`src/rtl/lw_hazard_stall_controller_if.sv`:
```
// Signal bundle between the MIPS32 ID/EX/MEM pipeline registers and the load-use/dmem stall controller.
// dmem_ready is sampled each cycle a load sits in MEM: high means read data is valid and the load completes; low means hold.
interface lw_hazard_stall_controller_if #(
  parameter int REG_ADDR_W = 5,
  parameter int CNT_W      = 16
);
  logic                  id_valid;
  logic                  id_lw;
  logic [REG_ADDR_W-1:0] id_dest;
  logic [REG_ADDR_W-1:0] id_rs;
  logic [REG_ADDR_W-1:0] id_rt;
  logic                  id_uses_rs;
  logic                  id_uses_rt;
  logic                  dmem_ready;
  logic                  pc_write;
  logic                  ifid_write;
  logic                  idex_write;
  logic                  idex_bubble;
  logic                  exmem_write;
  logic                  mem_timeout;
  logic [CNT_W-1:0]      stall_count;
  logic [1:0]            dbg_state;

  modport master (
    output id_valid, id_lw, id_dest, id_rs, id_rt, id_uses_rs, id_uses_rt, dmem_ready,
    input  pc_write, ifid_write, idex_write, idex_bubble, exmem_write, mem_timeout,
           stall_count, dbg_state
  );

  modport slave (
    input  id_valid, id_lw, id_dest, id_rs, id_rt, id_uses_rs, id_uses_rt, dmem_ready,
    output pc_write, ifid_write, idex_write, idex_bubble, exmem_write, mem_timeout,
           stall_count, dbg_state
  );
endinterface

```
`src/rtl/lw_hazard_stall_controller.sv`:
```
// Load-use hazard detection and variable-latency dmem freeze for a 5-stage MIPS32 pipeline.
// Tracks lw in EX and MEM, inserts ID/EX bubbles, and freezes everything while a load waits on dmem.
module lw_hazard_stall_controller #(
  parameter int REG_ADDR_W   = 5,
  parameter int FORWARDING   = 1,
  parameter int MAX_MEM_WAIT = 15,
  parameter int CNT_W        = 16
) (
  input logic                      clock,
  input logic                      reset_n,
  lw_hazard_stall_controller_if.slave bus
);

  typedef enum logic [1:0] {
    S_RUN      = 2'd0,
    S_MEM_WAIT = 2'd1,
    S_ERROR    = 2'd2
  } state_t;

  localparam bit           L_USE_MEM_HZ = (FORWARDING == 0);
  localparam logic [8:0]   L_MAX_WAIT   = 9'(MAX_MEM_WAIT);

  state_t                r_state;
  state_t                w_state_nxt;
  logic                  r_ex_lw;
  logic [REG_ADDR_W-1:0] r_ex_dest;
  logic                  r_mem_lw;
  logic [REG_ADDR_W-1:0] r_mem_dest;
  logic [7:0]            r_wait_cnt;
  logic [7:0]            w_wait_cnt_nxt;
  logic [8:0]            w_cnt_inc;
  logic [CNT_W-1:0]      r_stall_count;
  logic                  w_hz_ex;
  logic                  w_hz_mem;
  logic                  w_hazard;
  logic                  w_wait;
  logic                  w_err;
  logic                  w_freeze;
  logic                  w_bubble;

  assign w_hz_ex  = bus.id_valid & r_ex_lw & (r_ex_dest != '0) &
                    ((bus.id_uses_rs & (bus.id_rs == r_ex_dest)) |
                     (bus.id_uses_rt & (bus.id_rt == r_ex_dest)));
  assign w_hz_mem = bus.id_valid & r_mem_lw & (r_mem_dest != '0) &
                    ((bus.id_uses_rs & (bus.id_rs == r_mem_dest)) |
                     (bus.id_uses_rt & (bus.id_rt == r_mem_dest)));
  assign w_hazard = w_hz_ex | (L_USE_MEM_HZ & w_hz_mem);
  assign w_wait   = r_mem_lw & ~bus.dmem_ready;
  assign w_err    = (r_state == S_ERROR);
  // A pending dmem wait outranks the hazard; the bubble follows once the freeze releases.
  assign w_freeze = ~w_err & w_wait;
  assign w_bubble = ~w_err & ~w_wait & w_hazard;
  assign w_cnt_inc = {1'b0, r_wait_cnt} + 9'd1;

  always_ff @(posedge clock or negedge reset_n) begin
    if (!reset_n) begin
      r_state    <= S_RUN;
      r_wait_cnt <= '0;
    end else begin
      r_state    <= w_state_nxt;
      r_wait_cnt <= w_wait_cnt_nxt;
    end
  end

  always_comb begin
    w_state_nxt    = r_state;
    w_wait_cnt_nxt = r_wait_cnt;
    case (r_state)
      S_RUN, S_MEM_WAIT: begin
        if (w_wait) begin
          w_wait_cnt_nxt = w_cnt_inc[7:0];
          w_state_nxt    = (w_cnt_inc >= L_MAX_WAIT) ? S_ERROR : S_MEM_WAIT;
        end else begin
          w_wait_cnt_nxt = '0;
          w_state_nxt    = S_RUN;
        end
      end
      default: w_state_nxt = S_ERROR;
    endcase
  end

  always_comb begin
    bus.pc_write    = 1'b0;
    bus.ifid_write  = 1'b0;
    bus.idex_write  = 1'b0;
    bus.idex_bubble = 1'b0;
    bus.exmem_write = 1'b0;
    bus.mem_timeout = 1'b0;
    if (!reset_n) begin
      bus.mem_timeout = 1'b0;
    end else if (w_err) begin
      bus.mem_timeout = 1'b1;
    end else if (w_wait) begin
      bus.pc_write = 1'b0;
    end else if (w_hazard) begin
      bus.idex_write  = 1'b1;
      bus.idex_bubble = 1'b1;
      bus.exmem_write = 1'b1;
    end else begin
      bus.pc_write    = 1'b1;
      bus.ifid_write  = 1'b1;
      bus.idex_write  = 1'b1;
      bus.exmem_write = 1'b1;
    end
  end

  // Slots mirror the lw-ness of whatever sits in the EX and MEM pipeline registers.
  always_ff @(posedge clock or negedge reset_n) begin
    if (!reset_n) begin
      r_ex_lw    <= 1'b0;
      r_ex_dest  <= '0;
      r_mem_lw   <= 1'b0;
      r_mem_dest <= '0;
    end else if (!w_freeze && !w_err) begin
      r_mem_lw   <= r_ex_lw;
      r_mem_dest <= r_ex_dest;
      if (w_bubble) begin
        r_ex_lw   <= 1'b0;
        r_ex_dest <= '0;
      end else begin
        r_ex_lw   <= bus.id_valid & bus.id_lw;
        r_ex_dest <= bus.id_dest;
      end
    end
  end

  always_ff @(posedge clock or negedge reset_n) begin
    if (!reset_n) begin
      r_stall_count <= '0;
    end else if ((w_freeze || w_bubble) && (r_stall_count != '1)) begin
      r_stall_count <= r_stall_count + 1'b1;
    end
  end

  assign bus.stall_count = r_stall_count;
  assign bus.dbg_state   = r_state;

endmodule

```
`src/flat_wrapper.sv`:
```
// flat-port wrapper written by rule: the top's interface ports become plain ports
module lw_hazard_stall_controller_flat 
#(
  parameter int REG_ADDR_W   = 5,
  parameter int FORWARDING   = 1,
  parameter int MAX_MEM_WAIT = 15,
  parameter int CNT_W        = 16
)
  (clock, reset_n, bus_id_valid, bus_id_lw, bus_id_dest, bus_id_rs, bus_id_rt, bus_id_uses_rs, bus_id_uses_rt, bus_dmem_ready, bus_pc_write, bus_ifid_write, bus_idex_write, bus_idex_bubble, bus_exmem_write, bus_mem_timeout, bus_stall_count, bus_dbg_state);
  lw_hazard_stall_controller_if #(.REG_ADDR_W(REG_ADDR_W), .CNT_W(CNT_W)) bus_i ();
  input logic clock;
  input logic reset_n;
  input wire logic [$bits(bus_i.id_valid)-1:0] bus_id_valid;
  input wire logic [$bits(bus_i.id_lw)-1:0] bus_id_lw;
  input wire logic [$bits(bus_i.id_dest)-1:0] bus_id_dest;
  input wire logic [$bits(bus_i.id_rs)-1:0] bus_id_rs;
  input wire logic [$bits(bus_i.id_rt)-1:0] bus_id_rt;
  input wire logic [$bits(bus_i.id_uses_rs)-1:0] bus_id_uses_rs;
  input wire logic [$bits(bus_i.id_uses_rt)-1:0] bus_id_uses_rt;
  input wire logic [$bits(bus_i.dmem_ready)-1:0] bus_dmem_ready;
  output wire logic [$bits(bus_i.pc_write)-1:0] bus_pc_write;
  output wire logic [$bits(bus_i.ifid_write)-1:0] bus_ifid_write;
  output wire logic [$bits(bus_i.idex_write)-1:0] bus_idex_write;
  output wire logic [$bits(bus_i.idex_bubble)-1:0] bus_idex_bubble;
  output wire logic [$bits(bus_i.exmem_write)-1:0] bus_exmem_write;
  output wire logic [$bits(bus_i.mem_timeout)-1:0] bus_mem_timeout;
  output wire logic [$bits(bus_i.stall_count)-1:0] bus_stall_count;
  output wire logic [$bits(bus_i.dbg_state)-1:0] bus_dbg_state;
  assign bus_i.id_valid = bus_id_valid;
  assign bus_i.id_lw = bus_id_lw;
  assign bus_i.id_dest = bus_id_dest;
  assign bus_i.id_rs = bus_id_rs;
  assign bus_i.id_rt = bus_id_rt;
  assign bus_i.id_uses_rs = bus_id_uses_rs;
  assign bus_i.id_uses_rt = bus_id_uses_rt;
  assign bus_i.dmem_ready = bus_dmem_ready;
  assign bus_pc_write = bus_i.pc_write;
  assign bus_ifid_write = bus_i.ifid_write;
  assign bus_idex_write = bus_i.idex_write;
  assign bus_idex_bubble = bus_i.idex_bubble;
  assign bus_exmem_write = bus_i.exmem_write;
  assign bus_mem_timeout = bus_i.mem_timeout;
  assign bus_stall_count = bus_i.stall_count;
  assign bus_dbg_state = bus_i.dbg_state;
  lw_hazard_stall_controller #(.REG_ADDR_W(REG_ADDR_W), .FORWARDING(FORWARDING), .MAX_MEM_WAIT(MAX_MEM_WAIT), .CNT_W(CNT_W)) u_core (.clock(clock), .reset_n(reset_n), .bus(bus_i));
endmodule
```
`config.mk`:
```
export PLATFORM = sky130hd
export DESIGN_NAME = lw_hazard_stall_controller_flat
export DESIGN_NICKNAME = d
export VERILOG_FILES = /design/src/rtl/lw_hazard_stall_controller_if.sv /design/src/rtl/lw_hazard_stall_controller.sv /design/src/flat_wrapper.sv
export SDC_FILE = /design/constraint.sdc
export NUM_CORES = 1
export LEC_CHECK = 0
export CAP_MARGIN = 20
export CORE_MARGIN = 2
export CORE_UTILIZATION = 44
export CTS_CLUSTER_DIAMETER = 120
export DETAILED_ROUTE_END_ITERATION = 8
export PLACE_DENSITY = 0.76
export SLEW_MARGIN = 20
export SYNTH_ARGS = -nofsm -noshare
export SYNTH_HDL_FRONTEND = slang
export SYNTH_SLANG_ARGS = --single-unit
```
`constraint.sdc`:
```
create_clock -name clock -period 2 [get_ports clock]
set_input_delay 0.6 -clock clock [delete_from_list [all_inputs] [get_ports clock]]
set_output_delay 0.6 -clock clock [all_outputs]
set_load 0.02 [all_outputs]
```
* After elaboration in Yosys (flattened, before gate mapping) *
Index checks and enable logic that the tools add are counted.

storage, ports and cells
  output and inout port bits = 24
  logic and storage cells = 55
  flip-flop bits (word level) = 33

operators by class
  eq/ne operators = 5
  $add $sub $neg = 2
  magnitude comparators = 1
  reduce and logical (&&, ||, !) cells = 8
  bitwise operators = 14
  muxes and demuxes = 19

operator list
  cell                   count
  $add 16x1->16 const B  1
  $ne 16x16->1 const B   1
  $mux 1                 14
  $and 1x1->1            10
  $eq 5x5->1             2
  $add 8x1->9 const B    1
  $ge 9x4->1 const B     1
  $mux 8                 1
  $mux 2                 3
  $mux 5                 1
  $reduce_bool 5->1      1
  $not 1->1              3
  $eq 2x1->1 const B     1
  $eq 2x2->1 const B     1
  $logic_and 1x1->1      2
  $logic_not 1->1        2
  $logic_not 2->1        1
  $reduce_or 2->1        1
  $logic_or 1x1->1       1
  $or 1x1->1             1

* Depth between registers and ports, before layout *
Gate-level depths: netlist of run 1.

  word-level depth = 8
  depth in mapped cells = 8

* Worst setup path before layout of run 1 *
OpenSTA, ideal clock, no wires.

  path kind = input port to output port
  start = input port bus_dmem_ready
  end = output port bus_pc_write
  cell stages on the path = 5
  data required time = 1.400 ns
  arrival = 1.911 ns
  path slack = -0.511 ns
  cells stage by stage = nand2b_1 -> clkbuf_1 -> and3_1 -> nor2b_1 -> buf_4

between the ends
  word-level cells in the longest chain between the ends = 5

RTL lines
  what                  RTL line                          source
  from (decl)           flat_wrapper.sv:20                input wire logic [$bits(bus_i.dmem_ready)-1:0] bus_dmem_ready;
  $not 1->1             lw_hazard_stall_controller.sv:48  assign w_wait = r_mem_lw & ~bus.dmem_ready;
  $and 1x1->1           lw_hazard_stall_controller.sv:48
  $mux 1 (3 in series)  --
  to (decl)             flat_wrapper.sv:21                output wire logic [$bits(bus_i.pc_write)-1:0] bus_pc_write;

Every way passes these cells.

* Worst setup path after layout of run 1 *
  start = register u_core.r_ex_dest[1]
  end = output port bus_ifid_write

between the ends
  word-level cells in the longest chain between the ends = 8

RTL lines
  what                            RTL line                                                            source
  from (decl)                     lw_hazard_stall_controller.sv:26                                    logic [REG_ADDR_W-1:0] r_ex_dest;
  from (signal assigned)          lw_hazard_stall_controller.sv:122                                   r_ex_dest <= bus.id_dest;
  $eq 5x5->1 (on tied branches)   lw_hazard_stall_controller.sv:42, lw_hazard_stall_controller.sv:43
  $and 1x1->1 (on tied branches)  lw_hazard_stall_controller.sv:42, lw_hazard_stall_controller.sv:43
  $or 1x1->1                      lw_hazard_stall_controller.sv:42                                    ((bus.id_uses_rs & (bus.id_rs == r_ex_dest)) |
  $and 1x1->1 (*)                 lw_hazard_stall_controller.sv:41                                    assign w_hz_ex = bus.id_valid & r_ex_lw & (r_ex_dest != '0) &
  $mux 1 (*)                      lw_hazard_stall_controller.sv:95                                    end else if (w_hazard) begin
  $mux 1 (*)                      lw_hazard_stall_controller.sv:93                                    end else if (w_wait) begin
  $mux 1 (*)                      lw_hazard_stall_controller.sv:91                                    end else if (w_err) begin
  $mux 1 (*)                      lw_hazard_stall_controller.sv:89                                    if (!reset_n) begin
  to (decl)                       flat_wrapper.sv:22                                                  output wire logic [$bits(bus_i.ifid_write)-1:0] bus_ifid_write;

Mark *: on every way between the ends. The rest lies on a longest branch, timed or not.

==> results of run 1 <==
-- logic make-up (layout without fill, tap and decap cells) --
family          after synthesis  count (layout)  share of synthesized area
fa+ha+maj                     3               3                    0.02055
xor+xnor                     26              26                     0.1247
flops                        33              33                     0.4521
simple gates                 85              85                     0.2404
compound gates               32              32                     0.1253
mux                           1               1                   0.008217
buf+inv                      10              83                    0.02877
-- metrics by stage --
| stage | instance area [um2] | utilization |
|---|---|---|
| CTS | 2761 | 0.6903 |
| floorplan | 1844 | - |
| finish | 2808 | 0.7019 |
| global route | 2808 | 0.7019 |
| global placement | 2487 | 0.6218 |
| detailed placement | 2487 | 0.6218 |
-- flip-flops by register name, summed over array words and instances, names as in the netlist --
signal / count
u_core.r_ex_lw: 1
u_core.r_mem_lw: 1
u_core.r_wait_cnt: 8
u_core.bus.dbg_state: 2
u_core.r_ex_dest: 5
u_core.bus.stall_count: 16
-- layout make-up --
type | count | area (um2) | share of cell area
multi-input cells | 147 | 1144 | 0.4073
clock buffers | 7 | 86.33 | 0.03075
flip-flops and latches | 33 | 825.8 | 0.2941
well taps | 50 | 62.56 | 0.02228
inverters | 2 | 7.507 | 0.002674
repair buffers | 74 | 681.9 | 0.2429
-- repair_timing --
| item | CTS | global route |
|---|---|---|
| pin swaps | 20 | 17 |
| buffers inserted | 6 | 1 |
| resized for setup | 73 | 19 |
| endpoints found under the setup margin | 23 | 30 |
| cloned | 1 | 0 |
-- path summary, 6_finish.rpt --
| kind | start | end | slack, ps | cells past startpoint |
|---|---|---|---|---|
| worst max-delay path | u_core.r_ex_dest[1] | bus_ifid_write | -400 | 5 |
| worst min-delay path | reset_n | u_core.bus.dbg_state[1] | 430 | 2 |
| worst max register to register | u_core.r_ex_dest[1] | u_core.bus.stall_count[5] | -60 | 10 |
| worst min register to register | u_core.bus.stall_count[15] | u_core.bus.stall_count[15] | 490 | 1 |
| max in group asynchronous | reset_n | u_core.bus.stall_count[8] | 1230 | 3 |
| min in group clock | u_core.bus.stall_count[15] | u_core.bus.stall_count[15] | 490 | 1 |
-- cell usage in the layout, fill, tap and decap left out, types with 5 or more instances in the layout --
cell / n
dfrtp_1: 33
buf_4: 27
clkdlybuf4s50_1: 23
nand2_1: 20
xor2_1: 16
o21ai_0: 13
nor2_1: 10
nand3_1: 10
nand4_1: 8
xnor2_1: 7
dlygate4sd2_1: 7
nor4_4: 6
a22o_1: 6
clkbuf_8: 6
and3_1: 5
buf_6: 5
-- routing by layer --
layer,up-vias,GRT usage,wire length (um)
met5,-,0,0
met4,0,0.07000,40
met3,7,0.04112,188
met2,53,0.3834,2534
met1,811,0.2584,1913
li1,829,-,-
-- power by group through the flow --
stage / Combinational, mW / Clock [mW] / Sequential, mW
after global placement: 0.536 / 0 / 0.846
final: 0.616 / 0.503 / 0.841
after CTS: 0.601 / 0.515 / 0.841
after detailed placement: 0.545 / 0 / 0.848
after global routing: 0.664 / 0.546 / 0.853
after floorplan: 0.216 / 0 / 0.901
==> flow_summary.toml, run 1 <==
[run_status]
status = "finished with violations"
violations = "setup timing"

[floorplanning]
initial_core_util = 0.4567
dieArea_um2 = 4683
die_w_um = 68.44
core_area_um2 = 4000
die_y_um = 68.44
rows = 23
io_pins = 46

[critical_path]
cp_slowest_cell = "dfrtp_1"
crit_family = "simple AND/OR/NAND/NOR gates"
path_cells = "or3_1, o311a_1, and2_4, nor2b_4, buf_6"
path_buf_inv = 1
worst_ep_arrival_time_ps = 1800
worstPathMaxFanout = 3
critical_path_class = "reg -> out"
slowest_delay_ps = 380
required_ps = 1400
worstSetupEndpointType = "output port"
start_kind = "register"

[global_routing]
grt_pass1_wl_um = 7376
antenna_found_initial = 0
grt_pass1_vias = 1604
grt_overflow = 0
grt.total_usage = 0.2152
grt_max_degree = 21

[sta]
clock_skew_ps = 7.590
slew_headroom = 0.6353
tns_ps = -1473
setup_viol = 15
fin_crit_sh = 1.201
hold_viol_final = 0
fin_ws_ps = -402.5
whs_ps = 431.8
drv_slew = 0
rsz0062_at_grt = "true"
worst_slew_pin_slew_ps = 547.0
finalCriticalPeriod_ps = 2403
max_freq_mhz = 416.2

[route]
drt-total-wl_um = 4676
via_count = 1700
drt_pass1_iterations = 4
drt_iter0_drc = 89
via_per_inst = 5.431
ant_nets = 0
drc_errors = 0
wl_per_cell_um = 14.94

[synth]
avgSynthCellArea_um2 = 9.614
yosysSeqAreaShare = 0.4521
ys.flop_type = "dfrtp_1"
synth_area_um2 = 1827
yosysTopAreaCell = "dfrtp_1"
synth_warnings = 0
synth_area_leaders = "dfrtp_1 45%, xor2_1 7.7%, xnor2_1 4.8%, nand2_1 4.1%, o21ai_0 3.6%"
synth_common_cells = "33 x dfrtp_1, 20 x nand2_1, 16 x xor2_1, 13 x o21ai_0, 11 x nor2_1"
synth_edf_count = 0
async_flop_share = 1.000
synth.most_common_cell = "dfrtp_1"
ys_seq_elements = 33
post-synth-top-area-fraction = 0.4521
synth_fp_nets = 215
synth_cell_types = 37
syn_inst = 190

[clock_network]
cts_sinks = 33
root_buffer = "clkbuf_8"
clk_latency_ps = 280
clockBufferDepth = 2
numCtsBuffers = 5
cts_tree = "yes"
path_clk_slew_ps = 60
h-tree-depth = 2
cts_hold_buffers = 0

[power]
combPwrFrac = 0.314
power_leakage_nw = 1.334
power_mw = 1.961
vdd_drop_max_mv = 0.5595
p_sw_mw = 0.6283
power_frac_clock = 0.257
power_density_nw_per_um2 = 698.4
intPower_mw = 1.333
sw_frac_of_total = 0.3204
p_seq_frac = 0.429

[placement]
gp_routability_congestion = 0.7362
dp_hpwl_um = 3075
pre_cts_ws_ps = -927.5
io_buffer_count = 45
dp.cells = 301

[cells_and_area]
fin_nets = 288
diodes = 0
num-fill-cells = 308
finalNonFillerCells = 313
syn_to_final_growth_pct = 53.70
drive_gt1_frac = 0.2700

[worst_hold_path]
hp-class = "in -> async"

[job]
cap_violations = 0
Note: power is estimated with default switching activity, not from simulation.
==> inputs of run 2 (changes only) <==
--- a/config.mk
+++ b/config.mk
@@ -11,7 +11,7 @@
 export CTS_CLUSTER_DIAMETER = 120
 export DETAILED_ROUTE_END_ITERATION = 8
 export PLACE_DENSITY = 0.76
-export SLEW_MARGIN = 20
+export SLEW_MARGIN = 10
 export SYNTH_ARGS = -nofsm -noshare
 export SYNTH_HDL_FRONTEND = slang
 export SYNTH_SLANG_ARGS = --single-unit
==> results of run 2 <==
No change in the layout: final DEF, timing and power equal those of run 1.
